### config.mk
export PLATFORM = sky130hd
export DESIGN_NAME = step_dir_decoder
export DESIGN_NICKNAME = d
export VERILOG_FILES = /design/src/rtl/step_dir_decoder.sv
export SDC_FILE = /design/constraint.sdc
export NUM_CORES = 1
export LEC_CHECK = 0
export CORE_ASPECT_RATIO = 1.2
export CORE_MARGIN = 4
export CORE_UTILIZATION = 60
export CTS_BUF_LIST = sky130_fd_sc_hd__clkbuf_8
export DETAILED_ROUTE_END_ITERATION = 10
export DONT_BUFFER_PORTS = 1
export PLACE_DENSITY = 0.87
export SLEW_MARGIN = 20
export SYNTH_ARGS = -nofsm -noshare
export SYNTH_HDL_FRONTEND = slang
export SYNTH_SLANG_ARGS = --single-unit
export TNS_END_PERCENT = 5
### constraint.sdc
create_clock -name i_Clk -period 3.35 [get_ports i_Clk]
set_input_delay 0.8375 -clock i_Clk [delete_from_list [all_inputs] [get_ports i_Clk]]
set_output_delay 0.8375 -clock i_Clk [all_outputs]
set_load 0.02 [all_outputs]
### src/rtl/step_dir_decoder.sv
// Step/direction receiver: rebuilds signed axis position, per-move step count and
// move-complete events from a synchronised step/direction pair, with setup/limit checks.
module step_dir_decoder #(
  parameter int POS_W       = 16,
  parameter int CNT_W       = 15,
  parameter int SYNC_STAGES = 2,
  parameter int DIR_SETUP   = 4,
  parameter int IDLE_CYCLES = 50000,
  parameter int POS_MIN     = -16000,
  parameter int POS_MAX     = 16000
) (
  input  logic                    i_Clk,
  input  logic                    i_rst_n,
  input  logic                    i_step,
  input  logic                    i_direction,
  input  logic                    i_preset,
  input  logic signed [POS_W-1:0] i_preset_val,
  input  logic                    i_clr_err,
  output logic signed [POS_W-1:0] o_position,
  output logic [CNT_W-1:0]        o_move_steps,
  output logic                    o_moving,
  output logic                    o_move_done,
  output logic                    o_dir_err,
  output logic                    o_limit_err
);

  localparam int DCW = $clog2(DIR_SETUP + 2);
  localparam int TW  = $clog2(IDLE_CYCLES + 1);

  typedef enum logic {S_IDLE, S_MOVING} state_t;

  function automatic logic out_of_range(input logic signed [POS_W-1:0] p);
    return (int'(p) < POS_MIN) || (int'(p) > POS_MAX);
  endfunction

  function automatic logic [CNT_W-1:0] sat_inc(input logic [CNT_W-1:0] c);
    return (c == '1) ? c : c + CNT_W'(1);
  endfunction

  logic [SYNC_STAGES-1:0] step_sync_q, dir_sync_q;
  logic                   step_prev_q, dir_prev_q;
  logic [DCW-1:0]         dir_cnt_q, dir_cnt_d;
  logic signed [POS_W-1:0] pos_q, pos_d;
  logic [CNT_W-1:0]       steps_q, steps_d;
  logic [TW-1:0]          timer_q, timer_d;
  state_t                 state_q, state_d;
  logic                   done_q, done_d;
  logic                   dir_err_q, dir_err_d;
  logic                   lim_err_q, lim_err_d;

  logic step_s, dir_s, step_edge, dir_chg, dir_viol, lim_hit;

  // Stage 0: input synchronisers
  always_ff @(posedge i_Clk or negedge i_rst_n) begin
    if (!i_rst_n) begin
      step_sync_q <= '0;
      dir_sync_q  <= '0;
    end else begin
      step_sync_q[0] <= i_step;
      dir_sync_q[0]  <= i_direction;
      for (int i = 1; i < SYNC_STAGES; i++) begin
        step_sync_q[i] <= step_sync_q[i-1];
        dir_sync_q[i]  <= dir_sync_q[i-1];
      end
    end
  end

  // Stage 1: edge detection, setup check and position update
  assign step_s    = step_sync_q[SYNC_STAGES-1];
  assign dir_s     = dir_sync_q[SYNC_STAGES-1];
  assign step_edge = step_s & ~step_prev_q;
  assign dir_chg   = dir_s ^ dir_prev_q;
  // A direction flip landing on the step's own cycle counts as zero setup.
  assign dir_viol  = step_edge & (dir_chg | (dir_cnt_q < DCW'(DIR_SETUP)));

  always_comb begin
    dir_cnt_d = dir_cnt_q;
    if (dir_chg)
      dir_cnt_d = '0;
    else if (dir_cnt_q < DCW'(DIR_SETUP))
      dir_cnt_d = dir_cnt_q + DCW'(1);
  end

  always_comb begin
    pos_d = pos_q;
    if (i_preset)
      pos_d = i_preset_val;
    else if (step_edge)
      pos_d = dir_s ? pos_q + POS_W'(1) : pos_q - POS_W'(1);
  end

  assign lim_hit   = (i_preset | step_edge) & out_of_range(pos_d);
  assign dir_err_d = dir_viol ? 1'b1 : (i_clr_err ? 1'b0 : dir_err_q);
  assign lim_err_d = lim_hit  ? 1'b1 : (i_clr_err ? 1'b0 : lim_err_q);

  always_comb begin
    state_d = state_q;
    steps_d = steps_q;
    timer_d = timer_q;
    done_d  = 1'b0;
    case (state_q)
      S_IDLE: begin
        if (step_edge) begin
          state_d = S_MOVING;
          steps_d = CNT_W'(1);
          timer_d = '0;
        end
      end
      S_MOVING: begin
        if (step_edge) begin
          steps_d = sat_inc(steps_q);
          timer_d = '0;
        end else if (timer_q == TW'(IDLE_CYCLES - 1)) begin
          state_d = S_IDLE;
          timer_d = '0;
          done_d  = 1'b1;
        end else begin
          timer_d = timer_q + TW'(1);
        end
      end
      default: state_d = S_IDLE;
    endcase
  end

  // Stage 2: registered state and outputs
  always_ff @(posedge i_Clk or negedge i_rst_n) begin
    if (!i_rst_n) begin
      step_prev_q <= 1'b0;
      dir_prev_q  <= 1'b0;
      dir_cnt_q   <= '0;
      pos_q       <= '0;
      steps_q     <= '0;
      timer_q     <= '0;
      state_q     <= S_IDLE;
      done_q      <= 1'b0;
      dir_err_q   <= 1'b0;
      lim_err_q   <= 1'b0;
    end else begin
      step_prev_q <= step_s;
      dir_prev_q  <= dir_s;
      dir_cnt_q   <= dir_cnt_d;
      pos_q       <= pos_d;
      steps_q     <= steps_d;
      timer_q     <= timer_d;
      state_q     <= state_d;
      done_q      <= done_d;
      dir_err_q   <= dir_err_d;
      lim_err_q   <= lim_err_d;
    end
  end

  assign o_position   = pos_q;
  assign o_move_steps = steps_q;
  assign o_moving     = (state_q == S_MOVING);
  assign o_move_done  = done_q;
  assign o_dir_err    = dir_err_q;
  assign o_limit_err  = lim_err_q;

endmodule

==> results.sh, run 1 <==
export IMPL_busiest_layer="met2"
export IMPL_yosysMostFrequentCell="dfrtp_1"
export IMPL_synth_seq_cells=60
export IMPL_drtPass1Iterations=5
export IMPL_maxSlewViolCount=0
export IMPL_clk_pin_slew_ns=0.07
export IMPL_grt_pass1_vias=3366
export IMPL_wirelength_microns=10060
export IMPL_outcome="finished, final reports clean"
export IMPL_nets=484
export IMPL_cts_tree="yes"
export IMPL_crit_chain="clkinvlp_4 > ha_1 > nor2b_1 > o31a_1 > o21ai_0 > a2111oi_0 > or3_1 > or4b_1 > a311oi_2 > o32ai_2"
export IMPL_avgViaCountPerCell=6.432
export IMPL_clock_skew_ns=0.009078
export IMPL_coreArea_sq_mm=0.005743
export IMPL_tightestPinTransition_ns=0.8843
export IMPL_ys_warn_count=0
export IMPL_crit_buf_inv=1
export IMPL_syn_avg_cell_area_sq_um=8.816
export IMPL_r2r_cells=10
export IMPL_synth_commonest_cells="dfrtp_1, nor2_1, o21ai_0"
export IMPL_start_util=0.6294
export IMPL_synth_cells=410
export IMPL_use_met3=0.08960
export IMPL_grt_max_degree=61
export IMPL_vias=3409
export IMPL_synthTopCellsByArea="dfrtp_1, ha_1, o21ai_0, nor2_1, nand2_1"
export IMPL_die_area_sq_mm=0.007335
export IMPL_htree_levels=3
export IMPL_setup_tns_ns=0
export IMPL_timing_final_crit_period_ns=3.330
export IMPL_synth_area_sq_mm=0.003615
export IMPL_hold_viol=0
export IMPL_antenna_left=0
export IMPL_async_flop_share=1.000
export IMPL_tritoncts_num_buffers=9
export IMPL_met1_usage=0.3403
export IMPL_critPathSlowestCell="or4b_1"
export IMPL_cp_depth=10
export IMPL_holdBufCountCts=0
export IMPL_die_w_microns=78.86
export IMPL_grt_overflow=0
export IMPL_syn_num_nets=450
export IMPL_p_per_area_mw_per_mm2=556.9
export IMPL_drt_iter0_drc=219
export IMPL_grt_pass1_wl_microns=16590
export IMPL_yosysTopAreaCell="dfrtp_1"
export IMPL_clock_fmax_mhz=300.3
export IMPL_globalplace_congestion=0.9981
export IMPL_area_growth_syn_to_layout_pct=19.18
export IMPL_fin_crit_sh=0.9941
export IMPL_antenna_found_initial=1
export IMPL_synth_edf_count=0
export IMPL_cpPeakStageDelay_ns=0.57
export IMPL_peakVddDrop_mv=0.3519
export IMPL_yosysUniqueCellTypes=58
export IMPL_grt_usage=0.2904
export IMPL_ys_flop_type="dfrtp_1"
export IMPL_endpoint_kind="register"
export IMPL_hold_class="in -> async"
export IMPL_cts_sinks=60
export IMPL_worstSkewPairLatency_ns=0.35
export IMPL_drive_gt1_frac=0.1693
export IMPL_cp_top_family="simple AND/OR/NAND/NOR gates"
export IMPL_cp_arrival_ns=3.55
export IMPL_worstPathRequired_ns=3.57
export IMPL_yosysSeqAreaShare=0.4154
export IMPL_numPortBuffers=0
export IMPL_start_kind="register"
export IMPL_row_count=30
export IMPL_cp_max_fo=6
export IMPL_path_class="reg -> reg"
export IMPL_place_hpwl_microns=6729
export IMPL_met2_usage=0.4901
export IMPL_wire_per_inst_microns=18.98
export IMPL_fill_cells=410
export IMPL_root_buffer="clkbuf_8"
export IMPL_io_pins=57
export IMPL_drcViolationCount=0
export IMPL_clockBufferDepth=2
export IMPL_synth_top_area_frac=0.4154
export IMPL_power_leakage_nw=1.951
export IMPL_slew_headroom=0.4093
export IMPL_utilization=0.7501
export IMPL_rsz0062_at_grt="true"
export IMPL_final_setup_viol_count=0
export IMPL_drv_cap=0
export IMPL_die_height_microns=93.03
[state kept, by name, indices dropped and copies added (netlist names), 2 cells and up]
signal,cells
dir_cnt_q,3
o_move_steps,15
timer_q,16
step_sync_q,2
dir_sync_q,2
o_position,16
[worst paths after layout]
| check | start | to | slack [ns] |
|---|---|---|---|
| max in group asynchronous | i_rst_n | dir_sync_q[1] | 3.04 |
| setup / recovery | dir_sync_q[1] | o_limit_err | 0.02 |
| setup reg to reg | dir_sync_q[1] | o_limit_err | 0.02 |
| min in group i_Clk | step_sync_q[0] | step_sync_q[1] | 0.35 |
| hold reg to reg | step_sync_q[0] | step_sync_q[1] | 0.35 |
| hold / removal | i_rst_n | o_position[12] | 0.18 |
[where the power goes]
group / switching, W / internal [W] / leakage, nW / total [W]
clock: 0.000291 / 0.000486 / 0.126 / 0.000777
sequential: 0.000189 / 0.000820 / 0.767 / 0.00101
combinational: 0.000321 / 0.000292 / 1.06 / 0.000614
total: 0.000801 / 0.00160 / 1.95 / 0.00240
[area by class of cell]
cell class,instances,area [sq um],area share
multi-input cells,319,2102,0.4879
inverters,16,63.81,0.01481
flip-flops and latches,60,1503,0.3488
clock buffers,9,123.9,0.02875
repair inverters,1,7.507,0.001743
clock inverters,7,107.6,0.02498
repair buffers,37,297.8,0.06913
well taps,80,100.1,0.02324
diodes,1,2.502,0.0005809
[metrics by stage]
stage / cell area, sq um / power (W) / setup slack (ns) / hold WS (ns) / std cells
floorplan: 3620 / 0.001355 / 0.02245 / 0.3311 / 410
global placement: 3919 / 0.001518 / 0.04175 / 0.3319 / 508
detailed placement: 3919 / 0.001556 / -0.03399 / 0.3442 / 508
CTS: 4235 / 0.002360 / 0.005558 / 0.1659 / 528
global route: 4308 / 0.002522 / -0.09175 / 0.1591 / 530
finish: 4308 / 0.002399 / 0.01966 / 0.1776 / 530
[cells by family after synthesis]
family          after synthesis  share of synthesized area
flops                        60                     0.4154
buf+inv                      31                    0.03358
fa+ha+maj                    18                    0.06438
xor+xnor                     17                    0.04119
mux                           2                   0.005538
simple gates                172                     0.2375
compound gates              110                     0.2025
[per-layer routing]
metal,share of wire,up-vias
met2,0.51,154
met4,0.026,0
met1,0.39,1647
li1,-,1577
met3,0.076,31
met5,0,-
[worst register-to-register path: cells and delay by family (launching register included)]
family                     cells  cell delay, ns
adders and majority gates      1            0.36
buffers and inverters          1            0.19
and+or+nand+nor                3            1.16
AOI/OAI and AO/OA              5            1.08
DFF                            1            0.42
[what timing repair did]
| item | CTS | global route |
|---|---|---|
| hold endpoints to repair | 0 | 0 |
| pin swaps | 0 | 7 |
| gates resized for setup | 6 | 12 |
| setup endpoints to repair | 1 | 1 |
| gates cloned | 1 | 0 |
| setup buffers | 3 | 1 |
[cell usage in the layout, fill, tap and decap left out, types with 5 or more instances in the layout]
cell and count:
nor2_1 46, nand4_1 5, o21ai_0 38, nor3_1 10, inv_1 17, xor2_1 11
xnor2_1 6, nand2_1 36, dfrtp_1 59, o21a_1 5, a21oi_1 18, and3_1 21
or3_1 7, ha_1 13, buf_4 34, nand3_1 22, a21o_1 5, clkbuf_8 9
(Power assumes the default switching activity.)
==> run 2: changes to the inputs <==
Settings changed: CTS_CLUSTER_SIZE set to 28.
==> results of run 2 <==
Final layout, timing and power as in run 1 (identical DEF).
